File: src/rtl/alu_pkg.sv
// rtl/alu_pkg.sv - ALU control codes, sequencer phase codes and RV32 opcode constants
package alu_pkg;

    typedef enum logic [3:0] {
        ALU_AND  = 4'b0000,
        ALU_OR   = 4'b0001,
        ALU_ADD  = 4'b0010,
        ALU_SLL  = 4'b0011,
        ALU_SLTU = 4'b0100,
        ALU_SLT  = 4'b0101,
        ALU_SUB  = 4'b0110,
        ALU_XOR  = 4'b0111,
        ALU_SRL  = 4'b1000,
        ALU_NOP  = 4'b1001,
        ALU_SRA  = 4'b1010,
        ALU_REM  = 4'b1011,
        ALU_DIV  = 4'b1101,
        ALU_MUL  = 4'b1110,
        ALU_EQ   = 4'b1111
    } alu_ctrl_e;

    typedef enum logic [2:0] {
        PH_FETCH  = 3'd0,
        PH_DECODE = 3'd1,
        PH_EXEC   = 3'd2,
        PH_MEM    = 3'd3,
        PH_WB     = 3'd4
    } phase_e;

    localparam logic [6:0] OP_R      = 7'b0110011;
    localparam logic [6:0] OP_IMM    = 7'b0010011;
    localparam logic [6:0] OP_LOAD   = 7'b0000011;
    localparam logic [6:0] OP_STORE  = 7'b0100011;
    localparam logic [6:0] OP_BRANCH = 7'b1100011;
    localparam logic [6:0] OP_LUI    = 7'b0110111;
    localparam logic [6:0] OP_AUIPC  = 7'b0010111;

    localparam logic [6:0] F7_BASE   = 7'b0000000;
    localparam logic [6:0] F7_ALT    = 7'b0100000;
    localparam logic [6:0] F7_MULDIV = 7'b0000001;

    // Shared funct3 map for register and immediate ALU forms; alt selects SUB/SRA.
    function automatic alu_ctrl_e funct3_ctrl(input logic [2:0] f3, input logic alt);
        alu_ctrl_e c;
        case (f3)
            3'b000:  c = alt ? ALU_SUB : ALU_ADD;
            3'b001:  c = ALU_SLL;
            3'b010:  c = ALU_SLT;
            3'b011:  c = ALU_SLTU;
            3'b100:  c = ALU_XOR;
            3'b101:  c = alt ? ALU_SRA : ALU_SRL;
            3'b110:  c = ALU_OR;
            default: c = ALU_AND;
        endcase
        return c;
    endfunction

endpackage

File: src/rtl/alu_decode.sv
// rtl/alu_decode.sv - combinational opcode/funct decode to ALU control and operand selection
module alu_decode
    import alu_pkg::*;
#(
    parameter int Width = 32
) (
    input  logic [31:0]      instr,
    input  logic [Width-1:0] pc,
    input  logic [Width-1:0] rs1_data,
    input  logic [Width-1:0] rs2_data,
    output alu_ctrl_e        alu_ctrl,
    output logic [Width-1:0] alu_a,
    output logic [Width-1:0] alu_b,
    output logic             illegal,
    output logic             is_mem,
    output logic             no_wb
);

    logic [6:0]       opcode;
    logic [2:0]       f3;
    logic [6:0]       f7;
    logic [Width-1:0] imm_i;
    logic [Width-1:0] imm_s;
    logic [Width-1:0] imm_u;
    logic [Width-1:0] shamt;
    logic             unused_fields;

    assign opcode        = instr[6:0];
    assign f3            = instr[14:12];
    assign f7            = instr[31:25];
    assign imm_i         = Width'($signed(instr[31:20]));
    assign imm_s         = Width'($signed({instr[31:25], instr[11:7]}));
    assign imm_u         = Width'($signed({instr[31:12], 12'b0}));
    assign shamt         = Width'(instr[24:20]);
    assign unused_fields = ^instr[19:15];

    always_comb begin
        alu_ctrl = ALU_NOP;
        alu_a    = '0;
        alu_b    = '0;
        illegal  = 1'b1;
        is_mem   = 1'b0;
        no_wb    = 1'b0;
        case (opcode)
            OP_R: begin
                alu_a = rs1_data;
                alu_b = rs2_data;
                if (f7 == F7_MULDIV) begin
                    case (f3)
                        3'b000: begin alu_ctrl = ALU_MUL; illegal = 1'b0; end
                        3'b100: begin alu_ctrl = ALU_DIV; illegal = 1'b0; end
                        3'b110: begin alu_ctrl = ALU_REM; illegal = 1'b0; end
                        default: ;
                    endcase
                end else if (f7 == F7_BASE || (f7 == F7_ALT && (f3 == 3'b000 || f3 == 3'b101))) begin
                    alu_ctrl = funct3_ctrl(f3, f7[5]);
                    illegal  = 1'b0;
                end
            end
            OP_IMM: begin
                alu_a = rs1_data;
                if (f3 == 3'b001) begin
                    alu_b = shamt;
                    if (f7 == F7_BASE) begin
                        alu_ctrl = ALU_SLL;
                        illegal  = 1'b0;
                    end
                end else if (f3 == 3'b101) begin
                    alu_b = shamt;
                    if (f7 == F7_BASE || f7 == F7_ALT) begin
                        alu_ctrl = funct3_ctrl(f3, f7[5]);
                        illegal  = 1'b0;
                    end
                end else begin
                    // ADDI has no SUB form, so the alt bit is never applied here.
                    alu_b    = imm_i;
                    alu_ctrl = funct3_ctrl(f3, 1'b0);
                    illegal  = 1'b0;
                end
            end
            OP_LOAD: begin
                if (f3 != 3'b011 && f3 != 3'b110 && f3 != 3'b111) begin
                    alu_ctrl = ALU_ADD;
                    alu_a    = rs1_data;
                    alu_b    = imm_i;
                    is_mem   = 1'b1;
                    illegal  = 1'b0;
                end
            end
            OP_STORE: begin
                if (f3[2] == 1'b0 && f3 != 3'b011) begin
                    alu_ctrl = ALU_ADD;
                    alu_a    = rs1_data;
                    alu_b    = imm_s;
                    is_mem   = 1'b1;
                    no_wb    = 1'b1;
                    illegal  = 1'b0;
                end
            end
            OP_BRANCH: begin
                if (f3 != 3'b010 && f3 != 3'b011) begin
                    alu_ctrl = ALU_EQ;
                    alu_a    = rs1_data;
                    alu_b    = rs2_data;
                    no_wb    = 1'b1;
                    illegal  = 1'b0;
                end
            end
            OP_LUI: begin
                alu_ctrl = ALU_ADD;
                alu_b    = imm_u;
                illegal  = 1'b0;
            end
            OP_AUIPC: begin
                alu_ctrl = ALU_ADD;
                alu_a    = pc;
                alu_b    = imm_u;
                illegal  = 1'b0;
            end
            default: ;
        endcase
        // An unsupported funct combination must not leak a partial decode.
        if (illegal) begin
            alu_ctrl = ALU_NOP;
            is_mem   = 1'b0;
            no_wb    = 1'b0;
        end
    end

endmodule

File: src/rtl/exec_sequencer.sv
// rtl/exec_sequencer.sv - five-phase instruction sequencer driving ALU control, operands and write-back
module exec_sequencer
    import alu_pkg::*;
#(
    parameter int Width = 32
) (
    input  logic             clk,
    input  logic             rst_n,
    input  logic             instr_valid,
    output logic             instr_ready,
    input  logic [31:0]      instr,
    input  logic [Width-1:0] pc,
    input  logic [Width-1:0] rs1_data,
    input  logic [Width-1:0] rs2_data,
    input  logic             mem_ready,
    output logic [2:0]       counter,
    output logic [3:0]       alu_ctrl,
    output logic [Width-1:0] alu_a,
    output logic [Width-1:0] alu_b,
    output logic             wb_en,
    output logic             illegal
);

    phase_e           state_q, state_d;
    logic [31:0]      instr_q, instr_d;
    logic [Width-1:0] pc_q, pc_d;
    logic [Width-1:0] rs1_q, rs1_d;
    logic [Width-1:0] rs2_q, rs2_d;
    alu_ctrl_e        alu_ctrl_q, alu_ctrl_d;
    logic [Width-1:0] alu_a_q, alu_a_d;
    logic [Width-1:0] alu_b_q, alu_b_d;
    logic             illegal_q, illegal_d;

    alu_ctrl_e        dec_ctrl;
    logic [Width-1:0] dec_a;
    logic [Width-1:0] dec_b;
    logic             dec_illegal;
    logic             dec_is_mem;
    logic             dec_no_wb;

    // Decode runs on the captured word, which is stable until the next FETCH accept.
    alu_decode #(.Width(Width)) u_decode (
        .instr    (instr_q),
        .pc       (pc_q),
        .rs1_data (rs1_q),
        .rs2_data (rs2_q),
        .alu_ctrl (dec_ctrl),
        .alu_a    (dec_a),
        .alu_b    (dec_b),
        .illegal  (dec_illegal),
        .is_mem   (dec_is_mem),
        .no_wb    (dec_no_wb)
    );

    always_comb begin
        state_d     = state_q;
        instr_d     = instr_q;
        pc_d        = pc_q;
        rs1_d       = rs1_q;
        rs2_d       = rs2_q;
        alu_ctrl_d  = alu_ctrl_q;
        alu_a_d     = alu_a_q;
        alu_b_d     = alu_b_q;
        illegal_d   = illegal_q;
        instr_ready = 1'b0;
        case (state_q)
            PH_FETCH: begin
                instr_ready = 1'b1;
                if (instr_valid) begin
                    instr_d   = instr;
                    pc_d      = pc;
                    rs1_d     = rs1_data;
                    rs2_d     = rs2_data;
                    illegal_d = 1'b0;
                    state_d   = PH_DECODE;
                end
            end
            PH_DECODE: begin
                alu_ctrl_d = dec_ctrl;
                alu_a_d    = dec_a;
                alu_b_d    = dec_b;
                illegal_d  = dec_illegal;
                state_d    = PH_EXEC;
            end
            PH_EXEC: begin
                state_d = dec_is_mem ? PH_MEM : PH_WB;
            end
            PH_MEM: begin
                if (mem_ready) begin
                    state_d = PH_WB;
                end
            end
            PH_WB: begin
                state_d = PH_FETCH;
            end
            default: begin
                state_d = PH_FETCH;
            end
        endcase
    end

    always_ff @(posedge clk) begin
        if (!rst_n) begin
            state_q    <= PH_FETCH;
            instr_q    <= '0;
            pc_q       <= '0;
            rs1_q      <= '0;
            rs2_q      <= '0;
            alu_ctrl_q <= ALU_NOP;
            alu_a_q    <= '0;
            alu_b_q    <= '0;
            illegal_q  <= 1'b0;
        end else begin
            state_q    <= state_d;
            instr_q    <= instr_d;
            pc_q       <= pc_d;
            rs1_q      <= rs1_d;
            rs2_q      <= rs2_d;
            alu_ctrl_q <= alu_ctrl_d;
            alu_a_q    <= alu_a_d;
            alu_b_q    <= alu_b_d;
            illegal_q  <= illegal_d;
        end
    end

    assign counter  = state_q;
    assign alu_ctrl = alu_ctrl_q;
    assign alu_a    = alu_a_q;
    assign alu_b    = alu_b_q;
    assign illegal  = illegal_q;
    assign wb_en    = (state_q == PH_WB) && !dec_no_wb && !illegal_q;

endmodule

File: config.mk
export PLATFORM = sky130hd
export DESIGN_NAME = exec_sequencer
export DESIGN_NICKNAME = d
export VERILOG_FILES = /design/src/rtl/alu_pkg.sv /design/src/rtl/alu_decode.sv /design/src/rtl/exec_sequencer.sv
export SDC_FILE = /design/constraint.sdc
export NUM_CORES = 1
export LEC_CHECK = 0
export CELL_PAD_IN_SITES_DETAIL_PLACEMENT = 0
export CELL_PAD_IN_SITES_GLOBAL_PLACEMENT = 1
export CORE_MARGIN = 2
export CORE_UTILIZATION = 39
export CTS_CLUSTER_SIZE = 40
export DETAILED_ROUTE_END_ITERATION = 7
export GPL_TIMING_DRIVEN = 0
export PLACE_DENSITY = 0.88
export SETUP_SLACK_MARGIN = 0.02
export SYNTH_ARGS = -nofsm -noshare
export SYNTH_HDL_FRONTEND = slang
export SYNTH_SLANG_ARGS = --single-unit
File: constraint.sdc
create_clock -name clk -period 3.53 [get_ports clk]
set_input_delay 0.353 -clock clk [delete_from_list [all_inputs] [get_ports clk]]
set_output_delay 0.353 -clock clk [all_outputs]
set_load 0.05 [all_outputs]
==> impl_metrics.csv <==
group,metric,value,unit
clocking,cts-resized-gates,0,
synthesis,synth_cell_type_count,59,
setup_path,reg2regPathDepth,7,
synthesis,ys_async_sr_fraction,0,%
synthesis,syn_inst,986,
clocking,cts_buffers,17,
synthesis,synth_edf_count,0,
synthesis,syn_avg_cell_area,8.37,µm²
synthesis,synth_ff_type,"dfxtp_1",
job,cap_violations,0,
layout,layout-drive-gt1-share,6.79,%
worst_hold_path,hold_path_class,"reg -> reg",
layout,layout_commonest_cell,"nand2_1",
synthesis,synth_warnings,0,
placed_design,portBuffers,205,
worst_hold_path,hold_start,"alu_a[10]",
setup_path,criticalPathCategory,"reg -> out",
timing,drv_slew,0,
timing,fin_crit_sh,83.1,%
setup_path,cp_max_fo,9,
outcome,status,"completed",
synthesis,yosysSeqAreaShare,48.5,%
clocking,cts_tree,"done",
routing,drt-wirelength-per-cell,16.7,µm
setup_path,reg2reg_to,"alu_ctrl[1]",
synthesis,yosysTopAreaCellShare,48.5,%
setup_path,rrSetupSlack,1.34,ns
routing,vias,7632,
synthesis,synth_top_family_by_area,"compound AO/OA/AOI/OAI gates",
setup_path,start_kind,"register",
setup_path,reg2reg_from,"counter[1]",
timing,setup_viol,0,
setup_path,required,3.18,ns
timing,worstMarginPinSlew,0.721,ns
setup_path,worst_ep_arrival_time,2.58,ns
layout,synthToLayoutAreaGrowth,36.5,%
pwr,p_per_area,460,nW/µm²
placed_design,dp_hpwl,18800,µm
routing,vias_per_cell,5.09,
routing,detail_route.first_pass.iterations,5,
clocking,post-cts-setup-buffers,0,
floorplan,die-area,22300,µm²
timing,fin_setup_tns,0,ns
timing,slew_headroom,52.0,%
timing,rsz0062_at_grt,"no",
layout,final_cell_mix,"332 x nand2_1, 205 x clkdlybuf4s50_1, 200 x dfxtp_1, 128 x a21boi_0, 49 x o21ai_1",
layout,final_core_util,53.9,%
timing,fmax,341,MHz
global_route,antenna_found_initial,0,
global_route,grt_pass1_wl,39600,µm
clocking,htreeDepth,4,
routing,wl,25100,µm
global_route,grt_pass1_vias,7456,
synthesis,synth_compound_area_share,26.6,%
synthesis,yosys.area_share.simple,20.0,%
clocking,cts-root-buf,"clkbuf_16",
clocking,cts_sinks,200,
clocking,cts_buffer_depth,2,
placed_design,gp_congestion,0.866,
timing,skew,0.0107,ns
clocking,path_clk_slew,0.08,ns
routing,ant_nets,0,
layout,seqCellArea,4000,µm²
floorplan,num_io_pins,206,
synthesis,synth_fa_ha_area_share,0,%
worst_hold_path,hold_end,"alu_a[10]",
floorplan,die_h,149,µm
layout,diodes,0,
timing,hold_viol,0,
floorplan,core-area,20900,µm²
synthesis,synth_area,8250,µm²
routing,route.detailed.drc,0,
worst_hold_path,hold_depth,2,
global_route,grt_use_total,22.8,%
pwr,ir_drop,0.285,mV
synthesis,synth.net_count,1118,
layout,multiInputGateArea,3850,µm²
synthesis,synth_mux_area_share,0,%
synthesis,synth-xor-area-share,0.106,%
layout,final_nets,1342,
timing,fin_crit,2.93,ns
global_route,grt_max_degree,20,
floorplan,rows,53,
floorplan,die_x,149,µm
pwr,p_leak,3.86,nW
layout,fillers,2037,
synthesis,synth_seq_cells,200,
floorplan,start_util,39.5,%
routing,drt_iter0_drc,479,
pwr,power,0.00517,W
synthesis,netlist_top_cells_area,"dfxtp_1 49%, nand2_1 15%, a21boi_0 12%, a22oi_1 3.5%, o21ai_1 3.0%",
global_route,grt-ovfl-total,0,
clocking,hold_buffers,0,
setup_path,end_kind,"primary output",
clocking,clk_latency,0.44,ns
synthesis,yosys.area.top_type,"dfxtp_1",
## report_power, final
group	switching, W	internal, W	total (W)
sequential	0.0000882	0.00237	0.00246
combinational	0.000385	0.000297	0.000682
clock	0.000953	0.00108	0.00203
total	0.00143	0.00375	0.00517
## sequential cells by signal (all words and copies together), names as in the netlist
signal and count:
rs1_q 32, instr_q 32, alu_b 32, rs2_q 32
illegal 1, pc_q 32, counter 3, alu_a 32
alu_ctrl 4
## critical path, cell delays in order, from the launching register on
cell,delay (ns)
dfxtp_1,0.31
clkbuf_2,0.18
nor2b_1,0.35
a2111oi_4,0.15
nor4b_1,0.27
clkdlybuf4s50_1,0.88
## area by class of cell
class                           count  share of cell area, %
Sequential cell                   200                   35.6
Multi-Input combinational cell    698                   34.2
Timing Repair Buffer              205                   18.2
Clock buffer                       17                   3.78
Buffer                             82                   3.30
Tap cell                          275                   3.06
Clock inverter                     15                   1.67
Inverter                            6                  0.200
## routing by layer
layer | track usage, % | up-vias | share of wire (%)
li1 | - | 3839 | -
met1 | 30.2 | 3526 | 46
met2 | 38.4 | 236 | 46
met3 | 3.99 | 31 | 5.9
met4 | 6.48 | 0 | 1.8
met5 | 0 | - | 0
## Yosys cell counts, drive strengths merged (3+ instances only)
library cell and count:
a22oi 38, or3 3, o21ai 80, nand2b 5, inv 6, buf 36, nand2 332, dfxtp 200
nor2b 9, a21boi 128, nand3 4, clkbuf 46, nor4b 3, a31oi 3, a211oi 6, o21a 3
nor2 10, a222oi 5, a221oi 19, nor3 6, a21oi 7
## per-stage QoR
stage	instance area [µm²]	setup WS [ns]	cells	hold WS, ns
2_1_floorplan	8250	0.681	986	0.443
3_3_place_gp	10600	0.969	1466	0.432
3_5_place_dp	10600	0.896	1466	0.442
4_1_cts	11300	0.556	1498	0.452
5_1_grt	11300	0.440	1498	0.462
6_report	11300	0.596	1498	0.448
## worst max-delay path by stage
stage                  end   startpoint  cells past startpoint  slack [ns]
5_1_grt              wb_en  instr_q[13]                      5        0.44
2_1_floorplan        wb_en   counter[2]                      2        0.68
6_report             wb_en  instr_q[13]                      5        0.60
3_3_place_gp   alu_ctrl[1]        rst_n                      6        0.97
3_5_place_dp   alu_ctrl[1]        rst_n                      6        0.90
4_1_cts              wb_en  instr_q[13]                      5        0.56
## cell families (layout without fill, tap and decap cells)
logic type	count (synthesis)	in the layout
xor+xnor	1	1
flops	200	200
compound gates	309	309
simple gates	388	388
buf+inv	88	325
(Power assumes the default switching activity.)
==> variant (same settings) <==
`Width` is set to 32 in 2 places; all go to 16.
--- a/src/rtl/alu_decode.sv
+++ b/src/rtl/alu_decode.sv
@@ -2,7 +2,7 @@
 module alu_decode
     import alu_pkg::*;
 #(
-    parameter int Width = 32
+    parameter int Width = 16
 ) (
     input  logic [31:0]      instr,
     input  logic [Width-1:0] pc,
--- a/src/rtl/exec_sequencer.sv
+++ b/src/rtl/exec_sequencer.sv
@@ -2,7 +2,7 @@
 module exec_sequencer
     import alu_pkg::*;
 #(
-    parameter int Width = 32
+    parameter int Width = 16
 ) (
     input  logic             clk,
     input  logic             rst_n,
Interface: changed (5 resized); port bits go from 206 to 126. The function was not compared with the original's and may differ.
==> variant against the unedited design <==
  * Total power is 34% lower
  * Sequential cell count down 84
  * Area after synthesis fell by 40%
  * Clock power shrank 23%
  * Design area shrank 39%
  * Largest cell class is now multi-input gates
  * Highest routed layer unchanged
  * Setup slack improved by 0.15 ns
  * Critical path type unchanged
  * Die area decreased by 39%
  * Sequential share of layout area fell by 2.0 points
  * Fmax is 5.3% higher
  * Count of clock-buffer cells in the layout increased by 6
  * Routed wire length is 39% lower
==> variant: results <==
[power_and_ir_drop]
peakVddDrop_v = 0.000294
p_leak_nw = 2.52
switching_share_pct = 25.3

[placement]
port-buffer-count = 121
dp_hpwl_microns = 11200
placed_cells = 903
gp_congestion = 0.853

[clock_tree]
clk_latency_ns = 0.42
cts-root-buf = "clkbuf_16"
cts_setup_buffers = 0
cts_resized = 0
path_clk_slew_ns = 0.05

[routing]
dr.pass1.iters = 6
vias = 4786
wl_per_cell_microns = 16.3
routed_via_density = 5.12
drtIter0Drc = 358

[global_routing]
grt_pass1_wl_microns = 23900
grt_max_degree = 17
grt_usage_pct = 23.3
antenna_found_initial = 0
grt_pass1_vias = 4639

[layout]
n_antenna_cell = 0
layout-drive-gt1-share_pct = 6.42
largest_reg_flops = 28
fin_nets = 834

[timing]
relSlewSlack_pct = 46.5
finClkSkew_ns = 0.0104

[setup_path]
cpMaxStageDelayCell = "clkdlybuf4s50_1"
cp_max_fo = 10
arrival_ns = 2.43
path_delay_family = "buffers and inverters"
cpPeakStageDelay_ns = 0.71

[outcome]
status = "finished clean"

[yosys]
synth_area_leaders = "dfxtp_1 47%, nand2_1 16%, a21boi_1 12%"
synth_cell_types = 52
syn-num-nets = 694
synth_seq_area_share_pct = 46.9
netlist_instances = 610
yosys-top-cells-count = "214 x nand2_1, 116 x dfxtp_1, 77 x a21boi_1"
## variant: metal layers
metal  up-vias  share of wire (%)  wire [microns]  global-route usage [%]
li1       2370                  -               -                       -
met1      2225                 44            6750                    28.4
met2       163                 47            7110                    38.3
met3        28                6.7            1020                    7.32
met4         0                2.6             396                    9.65
met5         -                  0               0                       0
## variant: cell families after synthesis
family | count (synthesis) | synth area share, %
simple gates | 270 | 23.6
compound gates | 169 | 24.4
flops | 116 | 46.9
buf+inv | 51 | 4.32
xor+xnor | 2 | 0.354
mux | 1 | 0.202
fa+ha+maj | 1 | 0.202
## variant: worst register-to-register path, stage by stage (launching register included)
cell	delay, ns
dfxtp_1	0.29
clkbuf_1	0.22
nor3b_1	0.47
nand2_1	0.09
a21oi_1	0.42
clkbuf_1	0.39
a222oi_1	0.18
o21ai_1	0.15
## variant: stage by stage
stage	cell area [sq um]	setup WS, ns	hold WS, ns
after floorplan	4950	0.696	0.415
after global routing	6920	0.578	0.459
after CTS	6920	0.762	0.437
final	6920	0.743	0.436
after detailed placement	6380	1.04	0.429
after global placement	6380	1.06	0.429
## variant: layout make-up
type	instances	area [sq um]
inverter	5	18.8
fill	1251	5600
clock inverter	9	81.3
tap	172	215
sequential	116	2320
timing repair buffer	121	1210
clock buffer	23	458
buffer	46	195
multi-input combinational	443	2410
## variant: final timing paths
path              start   endpoint  slack, ns  depth (start not counted)
max reg2reg  instr_q[5]  alu_b[14]       1.25                          7
max          instr_q[5]      wb_en       0.74                          5
min            rs1_q[6]   alu_a[6]       0.44                          2
min reg2reg    rs1_q[6]   alu_a[6]       0.44                          2
## variant: power by group through the flow
stage | Sequential (mW) | Clock, mW | Combinational (mW)
2_1_floorplan | 1.44 | 0 | 0.228
4_1_cts | 1.42 | 1.58 | 0.414
3_3_place_gp | 1.44 | 0 | 0.407
3_5_place_dp | 1.44 | 0 | 0.411
5_1_grt | 1.42 | 1.65 | 0.455
6_report | 1.42 | 1.57 | 0.414
